### src/rtl/rr_arbiter_16.sv
// 16-way round-robin arbiter with hold-until-release grants and one dead cycle between owners.
// Define ARB_TIMEOUT_EN to force-release a grant held for TIMEOUT cycles.
module rr_arbiter_16 #(
  parameter int unsigned TIMEOUT = 64
) (
  input  logic        clk,
  input  logic        rst,
  input  logic [15:0] req,
  output logic [15:0] grant,
  output logic [3:0]  grant_idx,
  output logic        grant_valid,
  output logic        timeout
);

  if (TIMEOUT < 2 || TIMEOUT > 65535) begin : g_bad_timeout
    $error("rr_arbiter_16: TIMEOUT out of range");
  end

  typedef enum logic {IDLE, BUSY} state_t;

  state_t      state, state_nx;
  logic [3:0]  ptr, ptr_nx;
  logic [15:0] grant_nx;
  logic [3:0]  idx_nx;
  logic        timeout_nx;
  logic        expire;

  // Winner search: first set request scanning upward from ptr, wrapping 15->0.
  logic [3:0]  cand;
  logic [3:0]  win_idx;
  logic        win_found;

  always_comb begin
    win_found = 1'b0;
    win_idx   = ptr;
    cand      = ptr;
    for (int i = 0; i < 16; i++) begin
      cand = ptr + 4'(i);
      if (!win_found && req[cand]) begin
        win_found = 1'b1;
        win_idx   = cand;
      end
    end
  end

`ifdef ARB_TIMEOUT_EN
  logic [15:0] cnt, cnt_nx;
  assign expire = (cnt == 16'(TIMEOUT - 1));
`else
  assign expire = 1'b0;
`endif

  always_comb begin
    state_nx   = state;
    ptr_nx     = ptr;
    grant_nx   = grant;
    idx_nx     = grant_idx;
    timeout_nx = 1'b0;
`ifdef ARB_TIMEOUT_EN
    cnt_nx     = cnt;
`endif
    case (state)
      IDLE: begin
        grant_nx = '0;
        idx_nx   = '0;
        if (win_found) begin
          state_nx = BUSY;
          ptr_nx   = win_idx + 4'd1;
          grant_nx = 16'd1 << win_idx;
          idx_nx   = win_idx;
`ifdef ARB_TIMEOUT_EN
          cnt_nx   = '0;
`endif
        end
      end
      BUSY: begin
        // An owner release wins over an expiring counter on the same edge.
        if (!req[grant_idx] || expire) begin
          state_nx   = IDLE;
          grant_nx   = '0;
          idx_nx     = '0;
          timeout_nx = req[grant_idx];
        end else begin
`ifdef ARB_TIMEOUT_EN
          cnt_nx = cnt + 16'd1;
`endif
        end
      end
      default: state_nx = IDLE;
    endcase
  end

  always_ff @(posedge clk) begin
    if (rst) begin
      state     <= IDLE;
      ptr       <= '0;
      grant     <= '0;
      grant_idx <= '0;
      timeout   <= 1'b0;
    end else begin
      state     <= state_nx;
      ptr       <= ptr_nx;
      grant     <= grant_nx;
      grant_idx <= idx_nx;
      timeout   <= timeout_nx;
    end
  end

`ifdef ARB_TIMEOUT_EN
  always_ff @(posedge clk) begin
    if (rst) cnt <= '0;
    else     cnt <= cnt_nx;
  end
`endif

  assign grant_valid = |grant;

endmodule

### config.mk
export PLATFORM = sky130hd
export DESIGN_NAME = rr_arbiter_16
export DESIGN_NICKNAME = d
export VERILOG_FILES = /design/src/rtl/rr_arbiter_16.sv
export SDC_FILE = /design/constraint.sdc
export NUM_CORES = 1
export LEC_CHECK = 0
export ABC_CLOCK_PERIOD_IN_PS = 5830
export CORE_UTILIZATION = 25
export DETAILED_ROUTE_END_ITERATION = 6
export HOLD_SLACK_MARGIN = 0.05
export SLEW_MARGIN = 15
export SYNTH_ARGS = -nofsm -noshare
export SYNTH_HDL_FRONTEND = slang
export SYNTH_SLANG_ARGS = --single-unit
### constraint.sdc
create_clock -name clk -period 5.83 [get_ports clk]
set_input_delay 0.8745 -clock clk [delete_from_list [all_inputs] [get_ports clk]]
set_output_delay 0.8745 -clock clk [all_outputs]
set_load 0.05 [all_outputs]
==> metrics.md <==
| Metric | Value |
|---|---|
| Setup CP Type | `flip-flop to flip-flop` |
| Syn Nets | `435` |
| Via-per-instance ratio | `5.68` |
| Antenna fix cells | `0` |
| Core Region | `14000 um2` |
| # H-tree levels | `1` |
| Cts bufs inserted | `3` |
| Number of global-route vias before repair | `3160` |
| RR Endpoint | `grant[3]` |
| 1st-iter DRT viols | `342` |
| Synthesized cell area | `3630 um2` |
| Worst Hold Class | `flip-flop to flip-flop` |
| Post-Layout Cell Count | `615` |
| Status | `finished clean` |
| Arrival @ worst endpoint | `5460 ps` |
| Global-route wire length before repair | `17700 um` |
| Tot GR Track Use | `15.0%` |
| HPWL Detailed | `8790 um` |
| Rows | `43` |
| Synth top area share | `21.1%` |
| Largest net degree at the start of global routing | `31` |
| DR top layer | `met4` |
| Slew Viols, Final | `0` |
| M1 WL | `4950 um` |
| Fin crit share | `90.7%` |
| Port bufs | `38` |
| I/O pin total | `40` |
| Metal2 WL | `5090 um` |
| Final Hold Viols | `0` |
| Worst Skew | `5.58 ps` |
| Initial antenna violation count | `0` |
| Pre-antenna DRT Iters | `5` |
| Hold wc startpoint | `grant[11]` |
| Final Setup Violations | `0` |
| CTS tree | `built` |
| Async S/R FF share, synth | `0%` |
| Top post-synthesis cells by count | `40 x nor2_1, 35 x nand2_1, 34 x mux4_2` |
| Via count | `3495` |
| Post-synth EDFFs | `0` |
| Hold buffer count at cts | `0` |
| Yosys warning total | `0` |
| GPL Wtd Cong | `0.959` |
| Worst-margin pin slew | `914 ps` |
| Starting Density | `25.9%` |
| Layout cells sized above 1 | `19.8%` |
| Worst reg2reg path depth | `15` |
| Worst r2r src | `ptr[1]` |
| #FFs+latches synth | `25` |
| # Post-CTS Setup Buffers | `0` |
| Die span in x | `122 um` |
| MaxCap Viol Count | `0` |
| Clk slew on worst S/H paths | `70 ps` |
| Syn Inst Count | `405` |
| Seq/Total Area, Yosys | `13.8%` |
| Drt wl/cell | `18.1 um` |
| Most frequent cell after synthesis | `nor2_1` |
| Ranking of synthesized cells by area | `mux4_2 21%, dfxtp_1 14%, mux2i_1 8.6%` |
| Finished Core Util | `30.5%` |
| Residual DRC count | `0` |
| Routed WL | `11100 um` |
| Clk sinks | `25` |
| Grt total ovfl | `0` |
| Worst Setup End Kind | `flip-flop` |
| Final min period | `5290 ps` |
| Inst Count DP | `611` |
| Final net count | `466` |
| Fmax | `189 MHz` |
| Synth unique cells | `71` |
| Routed wire length on met3 | `649 um` |
| Die H | `122 um` |
| CP startpoint | `ptr[1]` |
| PostCTS Resize Cnt | `0` |
| Die ar. | `15000 um2` |
| Syn_area_per_cell | `8.95 um2` |
| Setup TNS | `0 ps` |
| RSZ-0062 raised after global routing | `no` |
| Slew headroom | `38.9%` |
| CP endpoint | `grant[3]` |
| Synth Flop Type | `dfxtp_1` |
| Biggest area consumer among synthesized cells | `mux4_2` |
| Worst-skew pair later-pin latency | `260 ps` |
| CP Data Required Time | `6000 ps` |
| Post-route ant nets | `0` |
| FF-to-FF setup slack | `540 ps` |
| Fillers | `1492` |
| CTS Buffer Depth | `2` |
| Area growth, synth to finish | `17.8%` |
| Root buf cell | `clkbuf_16` |
| Max FO, Critical Path | `11` |
| CP startpoint kind | `flip-flop` |
==> kinds of logic after synthesis <==
logic type | count (synthesis) | share of synthesized area, %
buf+inv | 35 | 4.80
fa+ha+maj | 12 | 4.14
compound gates | 105 | 18.9
simple gates | 134 | 19.3
other cells | 1 | 0.103
xor+xnor | 11 | 3.80
mux | 82 | 35.2
flops | 25 | 13.8
==> cell type report <==
type | instances | area [um2] | share of cell area, %
flip-flops and latches | 25 | 500 | 11.7
clock inverters | 1 | 5.00 | 0.117
repair buffers | 51 | 478 | 11.2
inverters | 10 | 37.5 | 0.878
multi-input cells | 345 | 2950 | 69.1
clock buffers | 3 | 75.1 | 1.76
well taps | 180 | 225 | 5.27
==> cell usage in the layout (no fill, tap or decap), types with 3 or more instances in the layout <==
| cell type | count |
|---|---|
| nand3b_1 | 7 |
| nand3_1 | 4 |
| a32oi_1 | 5 |
| and3_1 | 5 |
| mux4_2 | 34 |
| mux2i_2 | 3 |
| xnor2_1 | 6 |
| nand2b_1 | 4 |
| a21oi_1 | 33 |
| nor2b_1 | 4 |
| nor4_1 | 5 |
| o31ai_1 | 4 |
| clkdlybuf4s50_1 | 38 |
| mux2_2 | 14 |
| nor3_1 | 6 |
| o21ai_0 | 15 |
| o21ai_1 | 4 |
| a22oi_1 | 6 |
| buf_4 | 13 |
| o22ai_1 | 7 |
| nand4_1 | 4 |
| nand2_1 | 35 |
| and2_1 | 5 |
| dfxtp_1 | 25 |
| clkbuf_16 | 3 |
| inv_1 | 7 |
| nor2_1 | 40 |
| or3b_2 | 3 |
| mux2i_1 | 31 |
| ha_1 | 12 |
| o211ai_1 | 4 |
==> per-stage QoR <==
| stage | setup WS, ps | hold slack [ps] | cell area [um2] |
|---|---|---|---|
| after global routing | 230 | 495 | 4270 |
| final | 542 | 474 | 4270 |
| after global placement | 463 | 463 | 4190 |
| after floorplan | 555 | 592 | 3630 |
| after CTS | 617 | 478 | 4270 |
| after detailed placement | 445 | 469 | 4190 |
==> critical path: stages, from the launching register on <==
cell,delay (ps)
dfxtp_1,460
inv_1,210
ha_1,520
buf_4,270
mux4_2,440
mux4_2,580
nor4_2,370
nor4b_4,380
and3_1,250
buf_4,150
a2bb2oi_1,120
xnor2_1,480
ha_1,280
nand2b_1,70
or4b_1,470
a21oi_1,150
==> layer usage <==
layer,vias up,track usage [%]
li1,1632,-
met1,1683,21.5
met2,157,23.2
met3,23,1.86
met4,0,5.18
met5,-,0
==> how the worst min path moves through the flow <==
| stage | endpoint | slack, ps | depth (start not counted) |
|---|---|---|---|
| final | grant[11] | 470 | 2 |
| after global routing | grant[11] | 500 | 2 |
| after CTS | grant[11] | 480 | 2 |
| after detailed placement | grant[11] | 470 | 2 |
| after global placement | grant[11] | 460 | 2 |
| after floorplan | ptr[0] | 590 | 4 |
==> flip-flops by register name, summed over array words and instances, names as in the netlist <==
name / flops
grant: 16
grant_idx: 4
ptr: 4
state: 1
Power is not shown: default switching activity piles up to over one toggle a cycle in this logic, so the estimate is an artifact.
